===== config.mk =====
export PLATFORM = sky130hd
export DESIGN_NAME = cordic_chirp_phase_gen_flat
export DESIGN_NICKNAME = d
export VERILOG_FILES = /design/src/rtl/cordic_pkg.sv /design/src/rtl/cordic_chirp_phase_gen_if.sv /design/src/rtl/cordic_lat_match.sv /design/src/rtl/cordic_chirp_phase_gen.sv /design/src/flat_wrapper.sv
export SDC_FILE = /design/constraint.sdc
export NUM_CORES = 1
export LEC_CHECK = 0
export CAP_MARGIN = 20
export CORE_MARGIN = 1.5
export CORE_UTILIZATION = 45
export DETAILED_ROUTE_END_ITERATION = 16
export HOLD_SLACK_MARGIN = 0.12
export PLACE_DENSITY = 0.71
export SLEW_MARGIN = 20
export SYNTH_ARGS = -nofsm -noshare
export SYNTH_HDL_FRONTEND = slang
export SYNTH_SLANG_ARGS = --single-unit

===== constraint.sdc =====
create_clock -name clk -period 7.4 [get_ports clk]
set_clock_uncertainty 0.05 [all_clocks]
set_input_delay 1.48 -clock clk [delete_from_list [all_inputs] [get_ports clk]]
set_output_delay 1.48 -clock clk [all_outputs]
set_load 0.02 [all_outputs]

===== src/rtl/cordic_pkg.sv =====
// Shared constants and state type for the CORDIC phase source and its sideband logic.
package cordic_pkg;

   localparam int PHASE_W    = 16;
   localparam int CORDIC_LAT = 14;
   localparam int OUT_W      = 14;

   typedef enum logic [1:0] {
      IDLE  = 2'd0,
      SWEEP = 2'd1,
      DRAIN = 2'd2
   } state_t;

endpackage


===== src/rtl/cordic_chirp_phase_gen_if.sv =====
// Control, sweep-parameter and sample-stream signals of the chirp phase generator.
interface cordic_chirp_phase_gen_if #(
   parameter int PHASE_W = 16,
   parameter int ACC_W   = 32,
   parameter int CNT_W   = 20
);
   logic               start;
   logic               abort;
   logic [ACC_W-1:0]   ftw_start;
   logic [ACC_W-1:0]   ftw_step;
   logic [CNT_W-1:0]   sweep_len;
   logic [PHASE_W-1:0] phase_ofs;
   logic [PHASE_W-1:0] arg;
   logic               arg_valid;
   logic               out_valid;
   logic               out_last;
   logic               busy;
   logic               done;

   modport master (
      output start, abort, ftw_start, ftw_step, sweep_len, phase_ofs,
      input  arg, arg_valid, out_valid, out_last, busy, done
   );

   modport slave (
      input  start, abort, ftw_start, ftw_step, sweep_len, phase_ofs,
      output arg, arg_valid, out_valid, out_last, busy, done
   );
endinterface


===== src/rtl/cordic_lat_match.sv =====
// Width-2 shift register that carries sideband alongside the CORDIC pipeline.
module cordic_lat_match #(
   parameter int DEPTH = 14
) (
   input  logic       clk,
   input  logic       rst_n,
   input  logic       flush,
   input  logic [1:0] din,
   output logic [1:0] dout
);
   logic [DEPTH-1:0][1:0] sr;

   always_ff @(posedge clk or negedge rst_n) begin
      if (!rst_n) begin
         sr <= '0;
      end else if (flush) begin
         sr <= '0;
      end else begin
         sr <= {sr[DEPTH-2:0], din};
      end
   end

   assign dout = sr[DEPTH-1];
endmodule


===== src/rtl/cordic_chirp_phase_gen.sv =====
// Chirp phase accumulator feeding the CORDIC arg input, with latency-matched valid/last.
//   state | meaning
//   IDLE  | waiting for an accepted start
//   SWEEP | emitting one arg sample per clock
//   DRAIN | waiting for the final sample to leave the CORDIC pipeline
module cordic_chirp_phase_gen #(
   parameter int PHASE_W    = cordic_pkg::PHASE_W,
   parameter int ACC_W      = 32,
   parameter int CNT_W      = 20,
   parameter int CORDIC_LAT = cordic_pkg::CORDIC_LAT
) (
   input  logic                      clk,
   input  logic                      rst_n,
   cordic_chirp_phase_gen_if.slave   bus
);
   import cordic_pkg::*;

   state_t             state;
   logic [ACC_W-1:0]   acc;
   logic [ACC_W-1:0]   ftw;
   logic [ACC_W-1:0]   step;
   logic [PHASE_W-1:0] ofs;
   logic [CNT_W-1:0]   remain;
   logic [PHASE_W-1:0] arg_q;
   logic               arg_valid_q;
   logic               last_q;
   logic [1:0]         dl_out;
   logic               done_w;

   // Sample 0 is issued on the accept edge, so acc/ftw are preloaded one step ahead.
   always_ff @(posedge clk or negedge rst_n) begin
      if (!rst_n) begin
         state       <= IDLE;
         acc         <= '0;
         ftw         <= '0;
         step        <= '0;
         ofs         <= '0;
         remain      <= '0;
         arg_q       <= '0;
         arg_valid_q <= 1'b0;
         last_q      <= 1'b0;
      end else if (bus.abort) begin
         state       <= IDLE;
         arg_valid_q <= 1'b0;
         last_q      <= 1'b0;
      end else begin
         case (state)
            IDLE: begin
               if (bus.start && (bus.sweep_len != '0)) begin
                  acc         <= bus.ftw_start;
                  ftw         <= bus.ftw_start + bus.ftw_step;
                  step        <= bus.ftw_step;
                  ofs         <= bus.phase_ofs;
                  remain      <= bus.sweep_len - CNT_W'(1);
                  arg_q       <= bus.phase_ofs;
                  arg_valid_q <= 1'b1;
                  last_q      <= (bus.sweep_len == CNT_W'(1));
                  state       <= SWEEP;
               end
            end
            SWEEP: begin
               if (remain == '0) begin
                  arg_valid_q <= 1'b0;
                  last_q      <= 1'b0;
                  state       <= DRAIN;
               end else begin
                  arg_q       <= ofs + acc[ACC_W-1 -: PHASE_W];
                  acc         <= acc + ftw;
                  ftw         <= ftw + step;
                  remain      <= remain - CNT_W'(1);
                  last_q      <= (remain == CNT_W'(1));
                  arg_valid_q <= 1'b1;
               end
            end
            DRAIN: begin
               if (done_w) state <= IDLE;
            end
            default: state <= IDLE;
         endcase
      end
   end

   cordic_lat_match #(.DEPTH(CORDIC_LAT)) u_lat (
      .clk   (clk),
      .rst_n (rst_n),
      .flush (bus.abort),
      .din   ({arg_valid_q, last_q}),
      .dout  (dl_out)
   );

   assign done_w        = dl_out[1] && dl_out[0] && (state == DRAIN);
   assign bus.arg       = arg_q;
   assign bus.arg_valid = arg_valid_q;
   assign bus.out_valid = dl_out[1];
   assign bus.out_last  = dl_out[0];
   assign bus.busy      = (state != IDLE);
   assign bus.done      = done_w;
endmodule

===== src/flat_wrapper.sv =====
// flat-port wrapper written by rule: the top's interface ports become plain ports
module cordic_chirp_phase_gen_flat import cordic_pkg::*;
#(
   parameter int PHASE_W    = cordic_pkg::PHASE_W,
   parameter int ACC_W      = 32,
   parameter int CNT_W      = 20,
   parameter int CORDIC_LAT = cordic_pkg::CORDIC_LAT
)
  (clk, rst_n, bus_start, bus_abort, bus_ftw_start, bus_ftw_step, bus_sweep_len, bus_phase_ofs, bus_arg, bus_arg_valid, bus_out_valid, bus_out_last, bus_busy, bus_done);
  cordic_chirp_phase_gen_if #(.PHASE_W(PHASE_W), .ACC_W(ACC_W), .CNT_W(CNT_W)) bus_i ();
  input  logic clk;
  input  logic rst_n;
  input wire logic [$bits(bus_i.start)-1:0] bus_start;
  input wire logic [$bits(bus_i.abort)-1:0] bus_abort;
  input wire logic [$bits(bus_i.ftw_start)-1:0] bus_ftw_start;
  input wire logic [$bits(bus_i.ftw_step)-1:0] bus_ftw_step;
  input wire logic [$bits(bus_i.sweep_len)-1:0] bus_sweep_len;
  input wire logic [$bits(bus_i.phase_ofs)-1:0] bus_phase_ofs;
  output wire logic [$bits(bus_i.arg)-1:0] bus_arg;
  output wire logic [$bits(bus_i.arg_valid)-1:0] bus_arg_valid;
  output wire logic [$bits(bus_i.out_valid)-1:0] bus_out_valid;
  output wire logic [$bits(bus_i.out_last)-1:0] bus_out_last;
  output wire logic [$bits(bus_i.busy)-1:0] bus_busy;
  output wire logic [$bits(bus_i.done)-1:0] bus_done;
  assign bus_i.start = bus_start;
  assign bus_i.abort = bus_abort;
  assign bus_i.ftw_start = bus_ftw_start;
  assign bus_i.ftw_step = bus_ftw_step;
  assign bus_i.sweep_len = bus_sweep_len;
  assign bus_i.phase_ofs = bus_phase_ofs;
  assign bus_arg = bus_i.arg;
  assign bus_arg_valid = bus_i.arg_valid;
  assign bus_out_valid = bus_i.out_valid;
  assign bus_out_last = bus_i.out_last;
  assign bus_busy = bus_i.busy;
  assign bus_done = bus_i.done;
  cordic_chirp_phase_gen #(.PHASE_W(PHASE_W), .ACC_W(ACC_W), .CNT_W(CNT_W), .CORDIC_LAT(CORDIC_LAT)) u_core (.clk(clk), .rst_n(rst_n), .bus(bus_i));
endmodule

Word level (Yosys, flattened, before mapping). Cells that the tools add are included.

Bits of input ports: 104. Output and inout bits: 21. Register bits after elaboration: 180.

Reductions and logical operators: 13. Bitwise operators: 1. Mux-type cells: 26. Add/subtract/negate cells: 6. Equal/unequal tests: 9.

Operators with widths (number): 2-to-1 mux 32 bit (4); one-hot mux 32 bit (2 select lines) (2); adder 32 bit (3); == test 20 x 1 -> 1 bit, second input constant (2); 2-to-1 mux 20 bit (2); one-hot mux 20 bit (2 select lines) (1); subtractor 20 x 1 -> 20 bit, second input constant (2); 2-to-1 mux 16 bit (2); one-hot mux 16 bit (2 select lines) (1); 2-to-1 mux 28 bit (1); logical NOT 20 bit (1); nonzero test 20 bit (1); adder 16 bit (1); 2-to-1 mux 2 bit (4); 2-to-1 mux 1 bit (6); inequality test 3 x 2 -> 1 bit, second input constant (2); one-hot mux 2 bit (3 select lines) (1); AND reduction 3 bit (2); one-hot mux 1 bit (2 select lines) (2); AND reduction 4 bit (1); nonzero test 2 bit (2); logical AND 1 bit (3); inequality test 3 bit, second input constant (1); nonzero test 3 bit (1); other kinds (7) (7).

Depth between registers and ports, before layout. Gate-level depths: netlist of run 1.

Depth in word-level cells: 5. Depth in mapped cells: 13.

Hierarchy. From an unflattened synthesis of run 1, not the netlist that was laid out.

Cells, all modules: 1611. Area total of the unflattened synthesis: 13324.0 um^2.

By module, submodules not included: cordic_chirp_phase_gen (area each 12390.6 um^2, instances 1, sequential area each 3803.6 um^2, cells each 1551); cordic_lat_match (area each 933.4 um^2, instances 1, sequential area each 700.7 um^2, cells each 60).

Least setup slack after synthesis of run 1. Ideal clock, no wire load.

Path kind: input port to flip-flop. Start point: input port bus_ftw_step[0]. End point: register u_core.ftw[20]. Path buffers: 0. Arrival: 3940 ps. Setup slack: 3280 ps. Required time: 7219 ps. Cell stages on the path: 12. Path through: ha_1 -> fa_1 -> a21o_1 -> a21oi_1 -> o21bai_1 -> a2111o_1 -> and2_1 -> a21oi_1 -> o21ai_0 -> a31oi_1 -> xor2_1 -> o211ai_1.

Cells in the longest elaborated chain, start to end: 3.

Ends and longest elaborated chain: start: declaration (RTL line flat_wrapper.sv:16) `input wire logic [$bits(bus_i.ftw_step)-1:0] bus_ftw_step;`; adder 32 bit (RTL line cordic_chirp_phase_gen.sv:51) `ftw <= bus.ftw_start + bus.ftw_step;`; 2-to-1 mux 32 bit (RTL line cordic_chirp_phase_gen.sv:49) `if (bus.start && (bus.sweep_len != '0)) begin`; one-hot mux 32 bit (2 select lines) (RTL line cordic_chirp_phase_gen.sv:47) `case (state)`; end signal: assignment (RTL line cordic_chirp_phase_gen.sv:51); end signal: assignment (RTL line cordic_chirp_phase_gen.sv:69) `ftw <= ftw + step;`; end: declaration (RTL line cordic_chirp_phase_gen.sv:20) `logic [ACC_W-1:0] ftw;`.

Every way passes these cells. The select of a mux whose other input is x is not followed. A chain may end at the register's enable or synchronous reset.

Worst setup path after layout of run 1.
Start point: input port bus_sweep_len[10]. End point: register u_core.acc[30].

Cells in the longest elaborated chain, start to end: 4.

Ends and longest elaborated chain: start: declaration (RTL line flat_wrapper.sv:17) `input wire logic [$bits(bus_i.sweep_len)-1:0] bus_sweep_len;`; nonzero test 20 bit (RTL line cordic_chirp_phase_gen.sv:49); logical AND 1 bit (RTL line cordic_chirp_phase_gen.sv:49); inequality test 2 x 1 -> 1 bit (no source line); AND reduction 4 bit (no source line); end signal: assignment (RTL line cordic_chirp_phase_gen.sv:50) `acc <= bus.ftw_start;`; end signal: assignment (RTL line cordic_chirp_phase_gen.sv:68) `acc <= acc + ftw;`; end: declaration (RTL line cordic_chirp_phase_gen.sv:19) `logic [ACC_W-1:0] acc;`.

Every way passes these cells.

==> impl_metrics.prom, run 1 <==
# TYPE chip_impl_metric gauge
chip_impl_metric{name="grt_start_max_net_pins",unit=""} 97
chip_impl_metric{name="worst_slew_pin_slew",unit="ns"} 0.939
chip_impl_metric{name="async_flop_share",unit="%"} 100
chip_impl_metric{name="postSynthNetCount",unit=""} 1843
chip_impl_metric{name="ant_nets",unit=""} 0
chip_impl_metric{name="syn_area",unit="mm2"} 0.0132
chip_impl_info{name="crit_chain",value="clkdlybuf4s50_1 > or4_4 > nor4b_4 > and4b_1 > a21boi_1 > o21bai_2 > or3_4 > buf_4 > nor2_1 > and4_1 > nor4_1"} 1
chip_impl_metric{name="portBuffers",unit=""} 124
chip_impl_metric{name="placement_rows",unit=""} 62
chip_impl_metric{name="drt-vias-per-instance",unit=""} 5.75
chip_impl_metric{name="grt_antenna_before_repair",unit=""} 0
chip_impl_info{name="clock_tree_from_tritoncts",value="built"} 1
chip_impl_metric{name="grt_usage",unit="%"} 23.5
chip_impl_metric{name="synth.avg_cell_area",unit="um2"} 8.16
chip_impl_metric{name="fin_crit_sh",unit="%"} 70.2
chip_impl_metric{name="power_per_standard_cell_area",unit="mW/mm2"} 308
chip_impl_metric{name="drt_first_iter_violations",unit=""} 1025
chip_impl_metric{name="cts_sinks",unit=""} 180
chip_impl_info{name="layout_commonest_cell",value="sky130_fd_sc_hd__nand2_1"} 1
chip_impl_info{name="worst_hold_path_type",value="reg -> reg"} 1
chip_impl_metric{name="yosysWarnings",unit=""} 0
chip_impl_metric{name="timing.max_cap.violations",unit=""} 0
chip_impl_metric{name="flow.area_growth_from_synthesis",unit="%"} 16.3
chip_impl_metric{name="grt_pass1_wl",unit="mm"} 58.2
chip_impl_info{name="synth_top_area_cell",value="sky130_fd_sc_hd__dfrtp_1"} 1
chip_impl_info{name="critical_path_endpoint_category",value="flop"} 1
chip_impl_info{name="clockRootBuffer",value="sky130_fd_sc_hd__clkbuf_16"} 1
chip_impl_metric{name="post-cts-setup-buffers",unit=""} 0
chip_impl_metric{name="first_global_vias",unit=""} 11600
chip_impl_info{name="synth_top_flop_cell",value="sky130_fd_sc_hd__dfrtp_1"} 1
chip_impl_info{name="layout_common_cells",value="sky130_fd_sc_hd__nand2_1 (297), sky130_fd_sc_hd__dfrtp_1 (180), sky130_fd_sc_hd__a21oi_1 (156)"} 1
chip_impl_metric{name="overflow",unit=""} 0
chip_impl_metric{name="synth_seq_cells",unit=""} 180
chip_impl_metric{name="required",unit="ns"} 7.68
chip_impl_metric{name="total_wire_length",unit="mm"} 35.6
chip_impl_info{name="status",value="complete, no violations"} 1
chip_impl_metric{name="yosys.cell_types.count",unit=""} 70
chip_impl_metric{name="layout.core_utilization",unit="%"} 53.3
chip_impl_metric{name="post_route_setup_tns",unit="ns"} 0
chip_impl_metric{name="path_clk_slew",unit="ns"} 0.08
chip_impl_metric{name="chipHeight",unit="um"} 174
chip_impl_metric{name="syn-instance-count",unit=""} 1621
chip_impl_metric{name="ctsHtreeMaxLevel",unit=""} 4
chip_impl_metric{name="via_count_of_the_routed_design",unit=""} 12100
chip_impl_info{name="busiest_layer",value="met2"} 1
chip_impl_metric{name="worstHoldPathCells",unit=""} 1
chip_impl_metric{name="maxClockFrequency",unit="MHz"} 192
chip_impl_metric{name="drcViolationCount",unit=""} 0
chip_impl_info{name="setup_repair_after_global_routing_missed_its_margin",value="false"} 1
chip_impl_metric{name="antenna_cells",unit=""} 0
chip_impl_metric{name="clkLatencyLatePin",unit="ns"} 0.44
chip_impl_metric{name="critical_path_depth",unit=""} 11
chip_impl_metric{name="post_route_cells_drive_above_1_share",unit="%"} 3.78
chip_impl_metric{name="cpPeakStageDelay",unit="ns"} 0.59
chip_impl_metric{name="drt-pass1-iter-count",unit=""} 5
chip_impl_metric{name="slew_headroom",unit="%"} 35.8
chip_impl_metric{name="top_level_ports",unit=""} 125
chip_impl_metric{name="finalSetupViolations",unit=""} 0
chip_impl_metric{name="globalplace.congestion",unit=""} 0.986
chip_impl_info{name="slowest_stage",value="sky130_fd_sc_hd__or3_4"} 1
chip_impl_metric{name="synth_edf_count",unit=""} 0
chip_impl_info{name="startpoint_type",value="input pin"} 1
chip_impl_metric{name="dp_hpwl",unit="mm"} 25.9
chip_impl_metric{name="synth-seq-area-share",unit="%"} 34.0
chip_impl_metric{name="critPathArrivalTime",unit="ns"} 5.47
chip_impl_metric{name="use_met1",unit="%"} 33.2
chip_impl_info{name="crit_family",value="simple AND/OR/NAND/NOR gates"} 1
chip_impl_metric{name="hold_viol_final",unit=""} 0
chip_impl_metric{name="worstRegToRegCells",unit=""} 9
chip_impl_metric{name="fp.dieW",unit="um"} 174
chip_impl_metric{name="reg2reg_slack",unit="ns"} 3.26
chip_impl_metric{name="slew_violations",unit=""} 0
chip_impl_metric{name="min_period",unit="ns"} 5.20
chip_impl_metric{name="initial_utilization",unit="%"} 45.9
chip_impl_metric{name="global_route.usage.met3",unit="%"} 3.70
chip_impl_metric{name="post_cts_resized",unit=""} 0
chip_impl_metric{name="grt_util_met2",unit="%"} 37.2
chip_impl_metric{name="critical_path.n_buffers_inverters",unit=""} 2
chip_impl_info{name="synth.area.top_cells",value="sky130_fd_sc_hd__dfrtp_1 (34%), sky130_fd_sc_hd__ha_1 (11%), sky130_fd_sc_hd__nand2_1 (8.4%)"} 1
chip_impl_metric{name="cts_buffer_depth",unit=""} 2
chip_impl_metric{name="maximum_fanout_count_along_the_critical_path",unit=""} 63
chip_impl_metric{name="drt-wirelength-per-cell",unit="um"} 16.9
chip_impl_metric{name="die_area",unit="mm2"} 0.0304
chip_impl_metric{name="synth_largest_type_area_fraction",unit="%"} 34.0
chip_impl_metric{name="layout.nets",unit=""} 1927
chip_impl_metric{name="tritoncts.num_buffers",unit=""} 17
chip_impl_info{name="setup.worst_path.class",value="in -> reg"} 1
chip_impl_metric{name="cts.hold.buffers_added",unit=""} 0
chip_impl_metric{name="core-area",unit="mm2"} 0.0289
chip_impl_metric{name="leakage",unit="nW"} 7.07
chip_impl_metric{name="ir_worst_vdd",unit="uV"} 175
## synth_stat cells, types with 5 or more instances
library cell / number
sky130_fd_sc_hd__o21ai_0: 107
sky130_fd_sc_hd__a22oi_1: 5
sky130_fd_sc_hd__o21a_1: 14
sky130_fd_sc_hd__a21o_1: 66
sky130_fd_sc_hd__nand2_1: 297
sky130_fd_sc_hd__o22ai_1: 10
sky130_fd_sc_hd__a211oi_1: 17
sky130_fd_sc_hd__a21oi_1: 156
sky130_fd_sc_hd__o31ai_1: 5
sky130_fd_sc_hd__nand2b_1: 15
sky130_fd_sc_hd__or3_1: 12
sky130_fd_sc_hd__inv_1: 28
sky130_fd_sc_hd__clkbuf_1: 41
sky130_fd_sc_hd__nor2_1: 131
sky130_fd_sc_hd__o211ai_1: 8
sky130_fd_sc_hd__xor2_1: 43
sky130_fd_sc_hd__mux2i_1: 8
sky130_fd_sc_hd__nor3_1: 47
sky130_fd_sc_hd__ha_1: 114
sky130_fd_sc_hd__a21boi_0: 6
sky130_fd_sc_hd__a31oi_1: 29
sky130_fd_sc_hd__dfrtp_1: 180
sky130_fd_sc_hd__or2_2: 8
sky130_fd_sc_hd__nand3_1: 36
sky130_fd_sc_hd__o21bai_1: 11
sky130_fd_sc_hd__and3_1: 18
sky130_fd_sc_hd__xnor2_1: 60
sky130_fd_sc_hd__nand4_1: 13
sky130_fd_sc_hd__nor2b_1: 33
sky130_fd_sc_hd__nor4_1: 5
sky130_fd_sc_hd__and4_1: 6
sky130_fd_sc_hd__buf_2: 17
## where the power goes
group          leakage, nW  switching (mW)  internal (mW)
logic                 4.56            1.35           1.06
registers             2.21           0.196           1.19
clock network        0.303           0.484          0.466
## worst paths after layout
kind                                               start                            end
max                                    bus_sweep_len[10]     u_core.acc[30]$_DFFE_PN0P_
max in group asynchronous                          rst_n     u_core.acc[24]$_DFFE_PN0P_
min in group asynchronous                          rst_n    u_core.step[14]$_DFFE_PN0P_
min reg2reg                 u_core.u_lat.sr[8]$_DFF_PN0_  u_core.u_lat.sr[10]$_DFF_PN0_
min                         u_core.u_lat.sr[8]$_DFF_PN0_  u_core.u_lat.sr[10]$_DFF_PN0_
max reg2reg                u_core.remain[12]$_DFFE_PN0P_     u_core.acc[30]$_DFFE_PN0P_
## state kept, by name, indices dropped and copies added, names as in the netlist
signal                count
u_core.state              2
u_core.acc               32
u_core.last_q             1
u_core.ofs               16
u_core.bus.arg           16
u_core.bus.arg_valid      1
u_core.u_lat.sr          26
u_core.u_lat.dout         2
u_core.step              32
u_core.ftw               32
u_core.remain            20
## through the flow
stage / hold WS [ns] / setup slack [ns] / power, mW / cell area (um2) / instances
4_1_cts: 0.410 / 1.92 / 4.73 / 15400 / 2102
5_1_grt: 0.437 / 1.93 / 5.11 / 15400 / 2102
6_report: 0.413 / 2.20 / 4.74 / 15400 / 2102
3_3_place_gp: 0.391 / 1.61 / 3.70 / 14700 / 2070
2_1_floorplan: 0.389 / 3.28 / 3.19 / 13200 / 1621
3_5_place_dp: 0.400 / 1.47 / 3.76 / 14700 / 2070
## layout make-up
type,count,area (um2)
fillers,2653,13500
multi-input cells,1346,8360
flip-flops and latches,180,4500
repair buffers,131,1300
well taps,384,480
clock buffers,17,425
clock inverters,15,206
inverters,29,109
## kinds of logic after synthesis
group / after synthesis / synth area share (%)
compound gates: 471 / 21.8
xor+xnor: 103 / 6.82
fa+ha+maj: 118 / 11.4
buf+inv: 95 / 3.03
flops: 180 / 34.0
mux: 8 / 0.605
simple gates: 646 / 22.3
## routing by layer
| metal | routed length, um | up-vias |
|---|---|---|
| li1 | - | 5964 |
| met1 | 17000 | 5711 |
| met2 | 15800 | 362 |
| met3 | 1990 | 48 |
| met4 | 755 | 0 |
| met5 | 0 | - |
Power figures use the tool's default switching activity.
==> inputs of run 2 (changes only) <==
==> constraint.sdc (replaced) <==
create_clock -name clk -period 5.5 [get_ports clk]
set_clock_uncertainty 0.05 [all_clocks]
set_input_delay 1.1 -clock clk [delete_from_list [all_inputs] [get_ports clk]]
set_output_delay 1.1 -clock clk [all_outputs]
set_load 0.02 [all_outputs]
==> impl_metrics.prom, run 2 (synthesis results as in run 1) <==
# TYPE chip_impl_metric gauge
chip_impl_metric{name="initial_utilization",unit="%"} 45.9
chip_impl_metric{name="placement_rows",unit=""} 62
chip_impl_info{name="worstReg2RegStart",value="u_core.ftw[1]$_DFFE_PN0P_"} 1
chip_impl_metric{name="layout.nets",unit=""} 1932
chip_impl_metric{name="required",unit="ns"} 5.80
chip_impl_metric{name="chipHeight",unit="um"} 174
chip_impl_metric{name="worst_slew_pin_slew",unit="ns"} 0.882
chip_impl_metric{name="slew_violations",unit=""} 0
chip_impl_info{name="timing.critical_path.to",value="u_core.acc[30]$_DFFE_PN0P_"} 1
chip_impl_metric{name="fp.dieW",unit="um"} 174
chip_impl_metric{name="post_route_cells_drive_above_1_share",unit="%"} 4.06
chip_impl_info{name="setup.worst_path.class",value="in -> reg"} 1
chip_impl_info{name="critical_path_source",value="bus_sweep_len[10]"} 1
chip_impl_metric{name="overflow",unit=""} 0
chip_impl_metric{name="finalSetupViolations",unit=""} 0
chip_impl_metric{name="reg2reg_slack",unit="ns"} 1.53
chip_impl_metric{name="timing.max_cap.violations",unit=""} 0
chip_impl_metric{name="power_per_standard_cell_area",unit="mW/mm2"} 417
chip_impl_metric{name="cts_buffer_depth",unit=""} 2
chip_impl_metric{name="die_area",unit="mm2"} 0.0304
chip_impl_metric{name="numPlacedInstances",unit=""} 2075
chip_impl_metric{name="antenna_cells",unit=""} 0
chip_impl_info{name="top_flop_regs",value="u_core.acc x32, u_core.ftw x32, u_core.step x32"} 1
chip_impl_metric{name="worstHoldPathCells",unit=""} 1
chip_impl_metric{name="grt_usage",unit="%"} 24.2
chip_impl_info{name="layout_common_cells",value="sky130_fd_sc_hd__nand2_1 (297), sky130_fd_sc_hd__dfrtp_1 (180), sky130_fd_sc_hd__a21oi_1 (156)"} 1
chip_impl_metric{name="path_clk_slew",unit="ns"} 0.08
chip_impl_metric{name="portBuffers",unit=""} 124
chip_impl_info{name="worst_hold_path_type",value="reg -> reg"} 1
chip_impl_metric{name="hold_viol_final",unit=""} 0
chip_impl_metric{name="drt-pass1-iter-count",unit=""} 5
chip_impl_metric{name="slew_headroom",unit="%"} 39.6
chip_impl_metric{name="worst_setup_slack_final",unit="ns"} 1.40
chip_impl_metric{name="drcViolationCount",unit=""} 0
chip_impl_info{name="status",value="complete, no violations"} 1
chip_impl_metric{name="cts_sinks",unit=""} 180
chip_impl_metric{name="grt_pass1_wl",unit="mm"} 59.3
chip_impl_metric{name="ctsHtreeMaxLevel",unit=""} 4
chip_impl_metric{name="post_cts_resized",unit=""} 0
chip_impl_metric{name="fillcell_total",unit=""} 2652
chip_impl_info{name="startpoint_type",value="input pin"} 1
chip_impl_metric{name="tritoncts.num_buffers",unit=""} 17
chip_impl_metric{name="maxClockFrequency",unit="MHz"} 244
chip_impl_metric{name="total_wire_length",unit="mm"} 36.5
chip_impl_info{name="clock_tree_from_tritoncts",value="built"} 1
chip_impl_metric{name="core-area",unit="mm2"} 0.0289
chip_impl_metric{name="top_level_ports",unit=""} 125
chip_impl_metric{name="critPathArrivalTime",unit="ns"} 4.40
chip_impl_metric{name="worstRegToRegCells",unit=""} 10
chip_impl_metric{name="maximum_fanout_count_along_the_critical_path",unit=""} 75
chip_impl_info{name="timing.rr.end",value="u_core.ftw[31]$_DFFE_PN0P_"} 1
chip_impl_info{name="critical_path_endpoint_category",value="flop"} 1
chip_impl_info{name="clockRootBuffer",value="sky130_fd_sc_hd__clkbuf_16"} 1
chip_impl_metric{name="ant_nets",unit=""} 0
chip_impl_metric{name="dp_hpwl",unit="mm"} 26.7
chip_impl_metric{name="worst_hold_slack",unit="ns"} 0.421
chip_impl_metric{name="globalplace.congestion",unit=""} 0.919
chip_impl_metric{name="drt-wirelength-per-cell",unit="um"} 17.3
chip_impl_metric{name="cts.hold.buffers_added",unit=""} 0
chip_impl_metric{name="via_count_of_the_routed_design",unit=""} 12300
chip_impl_metric{name="grt_antenna_before_repair",unit=""} 0
chip_impl_metric{name="min_period",unit="ns"} 4.10
chip_impl_metric{name="grt_start_max_net_pins",unit=""} 112
chip_impl_metric{name="leakage",unit="nW"} 7.10
chip_impl_metric{name="finalNonFillerCells",unit=""} 2107
chip_impl_metric{name="drt_first_iter_violations",unit=""} 1122
chip_impl_metric{name="flow.area_growth_from_synthesis",unit="%"} 16.7
chip_impl_metric{name="placement.setup.worst_slack",unit="ns"} 0.955
chip_impl_metric{name="post_route_setup_tns",unit="ns"} 0
chip_impl_metric{name="drt-vias-per-instance",unit=""} 5.82
chip_impl_info{name="setup_repair_after_global_routing_missed_its_margin",value="false"} 1
chip_impl_metric{name="first_global_vias",unit=""} 11800
chip_impl_metric{name="ir_worst_vdd",unit="uV"} 242
chip_impl_info{name="layout_commonest_cell",value="sky130_fd_sc_hd__nand2_1"} 1
chip_impl_metric{name="clkLatencyLatePin",unit="ns"} 0.46
chip_impl_metric{name="post-cts-setup-buffers",unit=""} 0
chip_impl_metric{name="fin_crit_sh",unit="%"} 74.6
[run 2: worst max-delay path: stages]
cell and delay [ns]:
sky130_fd_sc_hd__clkdlybuf4s50_1 0.49, sky130_fd_sc_hd__or4_4 0.56, sky130_fd_sc_hd__nor4b_4 0.27, sky130_fd_sc_hd__and4b_1 0.32, sky130_fd_sc_hd__a21boi_1 0.10, sky130_fd_sc_hd__o21bai_2 0.19
sky130_fd_sc_hd__or3_4 0.25, sky130_fd_sc_hd__buf_4 0.59, sky130_fd_sc_hd__or3_1 0.19, sky130_fd_sc_hd__o21ai_0 0.08, sky130_fd_sc_hd__nor4_1 0.25
[run 2: routing by layer]
| metal | GRT usage (%) | wire length (um) | share of wire (%) |
|---|---|---|---|
| met5 | 0 | 0 | 0 |
| met4 | 6.23 | 634 | 1.7 |
| met3 | 3.59 | 2340 | 6.4 |
| met2 | 39.4 | 16600 | 46 |
| met1 | 33.7 | 16900 | 46 |
[run 2: how the worst min path moves through the flow]
| stage | from | end | slack [ns] |
|---|---|---|---|
| finish | u_core.u_lat.sr[19]$_DFF_PN0_ | u_core.u_lat.sr[21]$_DFF_PN0_ | 0.42 |
| detailed placement | u_core.u_lat.sr[18]$_DFF_PN0_ | u_core.u_lat.sr[20]$_DFF_PN0_ | 0.40 |
| floorplan | u_core.u_lat.sr[24]$_DFF_PN0_ | u_core.u_lat.dout[0]$_DFF_PN0_ | 0.39 |
| global route | u_core.u_lat.sr[1]$_DFF_PN0_ | u_core.u_lat.sr[3]$_DFF_PN0_ | 0.44 |
| CTS | u_core.u_lat.sr[10]$_DFF_PN0_ | u_core.u_lat.sr[12]$_DFF_PN0_ | 0.42 |
| global placement | u_core.u_lat.sr[16]$_DFF_PN0_ | u_core.u_lat.sr[18]$_DFF_PN0_ | 0.39 |
[run 2: report_power, final]
part           switching (mW)  total [mW]  internal [mW]
Sequential              0.266        1.87           1.60
Combinational            1.84        3.27           1.43
Clock                   0.674        1.31          0.635
[run 2: area by class of cell]
class | count | area, um2 | area share, %
clock buffer | 17 | 425 | 2.75
tap | 384 | 480 | 3.11
multi-input combinational | 1346 | 8360 | 54.1
inverter | 29 | 109 | 0.705
timing repair buffer | 136 | 1360 | 8.79
sequential | 180 | 4500 | 29.2
clock inverter | 15 | 211 | 1.37
[run 2: through the flow]
| stage | total power, mW | util, % | cell area (um2) |
|---|---|---|---|
| after floorplan | 4.29 | - | 13200 |
| after global placement | 5.01 | 51.3 | 14800 |
| after detailed placement | 5.09 | 51.3 | 14800 |
| after CTS | 6.42 | 53.5 | 15400 |
| after global routing | 6.92 | 53.5 | 15400 |
| final | 6.44 | 53.5 | 15400 |
==> inputs of run 3 (changes only) <==
==> constraint.sdc (replaced) <==
create_clock -name clk -period 4.1 [get_ports clk]
set_clock_uncertainty 0.05 [all_clocks]
set_input_delay 0.82 -clock clk [delete_from_list [all_inputs] [get_ports clk]]
set_output_delay 0.82 -clock clk [all_outputs]
set_load 0.02 [all_outputs]
==> impl_metrics.prom, run 3 (synthesis results as in run 1) <==
# TYPE chip_impl_metric gauge
chip_impl_info{name="status",value="complete, no violations"} 1
chip_impl_metric{name="clockPowerShare",unit="%"} 20.1
chip_impl_metric{name="fillcell_total",unit=""} 2637
chip_impl_metric{name="ctsHtreeMaxLevel",unit=""} 4
chip_impl_metric{name="critPathArrivalTime",unit="ns"} 4.01
chip_impl_metric{name="place_area",unit="mm2"} 0.0150
chip_impl_metric{name="drt-wirelength-per-cell",unit="um"} 17.4
chip_impl_metric{name="post_cts_resized",unit=""} 0
chip_impl_metric{name="maximum_fanout_count_along_the_critical_path",unit=""} 5
chip_impl_metric{name="critical_path.n_buffers_inverters",unit=""} 1
chip_impl_metric{name="dp_hpwl",unit="mm"} 27.9
chip_impl_metric{name="path_clk_slew",unit="ns"} 0.08
chip_impl_metric{name="cts_buffer_depth",unit=""} 2
chip_impl_info{name="layout_commonest_cell",value="sky130_fd_sc_hd__nand2_1"} 1
chip_impl_metric{name="drt-vias-per-instance",unit=""} 5.76
chip_impl_info{name="startpoint_type",value="flop"} 1
chip_impl_metric{name="leakage",unit="nW"} 7.22
chip_impl_metric{name="grt_start_max_net_pins",unit=""} 74
chip_impl_info{name="critical_path_endpoint_category",value="flop"} 1
chip_impl_info{name="crit_chain",value="ha_1 > a211oi_1 > o21ai_0 > o211ai_1 > a211oi_1 > o31ai_1 > buf_4 > o21ai_0 > mux2i_1 > a2111oi_0 > a211o_1"} 1
chip_impl_metric{name="overflow",unit=""} 0
chip_impl_metric{name="grt_pass1_wl",unit="mm"} 60.2
chip_impl_metric{name="worst_slew_pin_slew",unit="ns"} 0.798
chip_impl_metric{name="via_count_of_the_routed_design",unit=""} 12300
chip_impl_metric{name="flow.area_growth_from_synthesis",unit="%"} 18.1
chip_impl_metric{name="comb_power_share",unit="%"} 51.1
chip_impl_metric{name="first_global_vias",unit=""} 11700
chip_impl_metric{name="fp.dieW",unit="um"} 174
chip_impl_metric{name="intPower",unit="mW"} 4.95
chip_impl_metric{name="post-cts-setup-buffers",unit=""} 0
chip_impl_metric{name="placement_rows",unit=""} 62
chip_impl_metric{name="cts_sinks",unit=""} 180
chip_impl_metric{name="core-area",unit="mm2"} 0.0289
chip_impl_metric{name="reg2reg_slack",unit="ns"} 0.37
chip_impl_metric{name="chipHeight",unit="um"} 174
chip_impl_metric{name="worstRegToRegCells",unit=""} 11
chip_impl_info{name="worst_hold_path_type",value="in -> async"} 1
chip_impl_metric{name="initial_utilization",unit="%"} 45.9
chip_impl_metric{name="numPlacedInstances",unit=""} 2099
chip_impl_metric{name="power.share.sequential",unit="%"} 28.8
chip_impl_metric{name="layout.nets",unit=""} 1956
chip_impl_info{name="slowest_stage",value="sky130_fd_sc_hd__dfrtp_1"} 1
chip_impl_metric{name="cpPeakStageDelay",unit="ns"} 0.47
chip_impl_info{name="setup.worst_path.class",value="reg -> reg"} 1
chip_impl_metric{name="hold_viol_final",unit=""} 0
chip_impl_metric{name="globalplace.congestion",unit=""} 0.968
chip_impl_metric{name="finalSetupViolations",unit=""} 0
chip_impl_metric{name="total_wire_length",unit="mm"} 37.1
chip_impl_metric{name="tritoncts.num_buffers",unit=""} 17
chip_impl_metric{name="slew_headroom",unit="%"} 46.7
chip_impl_info{name="layout_common_cells",value="sky130_fd_sc_hd__nand2_1 (297), sky130_fd_sc_hd__dfrtp_1 (180), sky130_fd_sc_hd__a21oi_1 (156)"} 1
chip_impl_metric{name="ir_worst_vdd",unit="uV"} 343
chip_impl_metric{name="maxClockFrequency",unit="MHz"} 268
chip_impl_metric{name="post-route-cell-area",unit="mm2"} 0.0156
chip_impl_info{name="worstReg2RegStart",value="u_core.ftw[1]$_DFFE_PN0P_"} 1
chip_impl_metric{name="top_level_ports",unit=""} 125
chip_impl_metric{name="die_area",unit="mm2"} 0.0304
chip_impl_metric{name="slew_violations",unit=""} 0
chip_impl_metric{name="min_period",unit="ns"} 3.73
chip_impl_metric{name="power.share.switching",unit="%"} 43.3
chip_impl_metric{name="cts.hold.buffers_added",unit=""} 0
chip_impl_metric{name="grt_usage",unit="%"} 24.6
chip_impl_metric{name="drcViolationCount",unit=""} 0
chip_impl_metric{name="drt-pass1-iter-count",unit=""} 5
chip_impl_metric{name="ant_nets",unit=""} 0
chip_impl_info{name="crit_family",value="compound AO/OA/AOI/OAI gates"} 1
chip_impl_metric{name="antenna_cells",unit=""} 0
chip_impl_metric{name="post_route_setup_tns",unit="ns"} 0
chip_impl_metric{name="drt_first_iter_violations",unit=""} 1058
chip_impl_info{name="clock_tree_from_tritoncts",value="built"} 1
chip_impl_metric{name="fin_crit_sh",unit="%"} 91.0
chip_impl_metric{name="grt_antenna_before_repair",unit=""} 0
chip_impl_metric{name="power_per_standard_cell_area",unit="mW/mm2"} 559
chip_impl_metric{name="clkLatencyLatePin",unit="ns"} 0.44
chip_impl_metric{name="fin_total_pwr",unit="mW"} 8.73
chip_impl_info{name="setup_repair_after_global_routing_missed_its_margin",value="false"} 1
chip_impl_info{name="top_flop_regs",value="u_core.acc x32, u_core.ftw x32, u_core.step x32"} 1
chip_impl_metric{name="required",unit="ns"} 4.38
chip_impl_info{name="clockRootBuffer",value="sky130_fd_sc_hd__clkbuf_16"} 1
chip_impl_metric{name="portBuffers",unit=""} 124
chip_impl_metric{name="finalNonFillerCells",unit=""} 2131
chip_impl_metric{name="netsw",unit="mW"} 3.78
chip_impl_metric{name="post_route_cells_drive_above_1_share",unit="%"} 5.38
chip_impl_metric{name="timing.max_cap.violations",unit=""} 0
chip_impl_info{name="timing.rr.end",value="u_core.ftw[31]$_DFFE_PN0P_"} 1
==> run 3: cell types whose count changed in the layout (fill, tap and decap cells not counted), sizes merged <==
cell,delta
buf,+24
==> run 3: metrics by stage <==
| step | utilization, % | hold slack (ns) | worst slack, ns |
|---|---|---|---|
| after floorplan | - | 0.389 | 0.640 |
| after global placement | 51.9 | 0.394 | 0.0325 |
| after detailed placement | 51.9 | 0.404 | -0.0507 |
| after CTS | 54.2 | 0.355 | 0.400 |
| after global routing | 54.2 | 0.379 | 0.0838 |
| final | 54.2 | 0.307 | 0.370 |
==> run 3: per-layer routing <==
layer  up-vias  global-route usage [%]  wire length (um)
li1       6011                       -                 -
met1      5846                    34.8             17700
met2       373                    40.0             16800
met3        38                    3.24              2010
met4         0                    5.84               619
met5         -                       0                 0
==> run 3: how the worst max path moves through the flow <==
stage	from	to	cells past startpoint
after floorplan	bus_ftw_step[0]	u_core.ftw[20]$_DFFE_PN0P_	12
after global placement	bus_ftw_step[0]	u_core.ftw[20]$_DFFE_PN0P_	13
after detailed placement	bus_ftw_step[0]	u_core.ftw[20]$_DFFE_PN0P_	13
after CTS	u_core.ftw[1]$_DFFE_PN0P_	u_core.ftw[31]$_DFFE_PN0P_	11
after global routing	u_core.ftw[1]$_DFFE_PN0P_	u_core.ftw[31]$_DFFE_PN0P_	11
final	u_core.ftw[1]$_DFFE_PN0P_	u_core.ftw[31]$_DFFE_PN0P_	11
==> run 3: power by group through the flow <==
stage / logic, mW / clock network (mW) / registers (mW)
after floorplan: 3.29 / 0 / 2.46
after CTS: 4.42 / 1.78 / 2.50
after detailed placement: 4.37 / 0 / 2.54
final: 4.47 / 1.75 / 2.52
after global routing: 4.97 / 1.85 / 2.56
after global placement: 4.30 / 0 / 2.52
==> run 3: cell type report <==
class	instances	area, um2	area share [%]
repair buffers	160	1540	9.84
flip-flops and latches	180	4500	28.8
clock buffers	17	425	2.72
well taps	384	480	3.07
clock inverters	15	216	1.38
inverters	29	109	0.696
multi-input cells	1346	8360	53.5
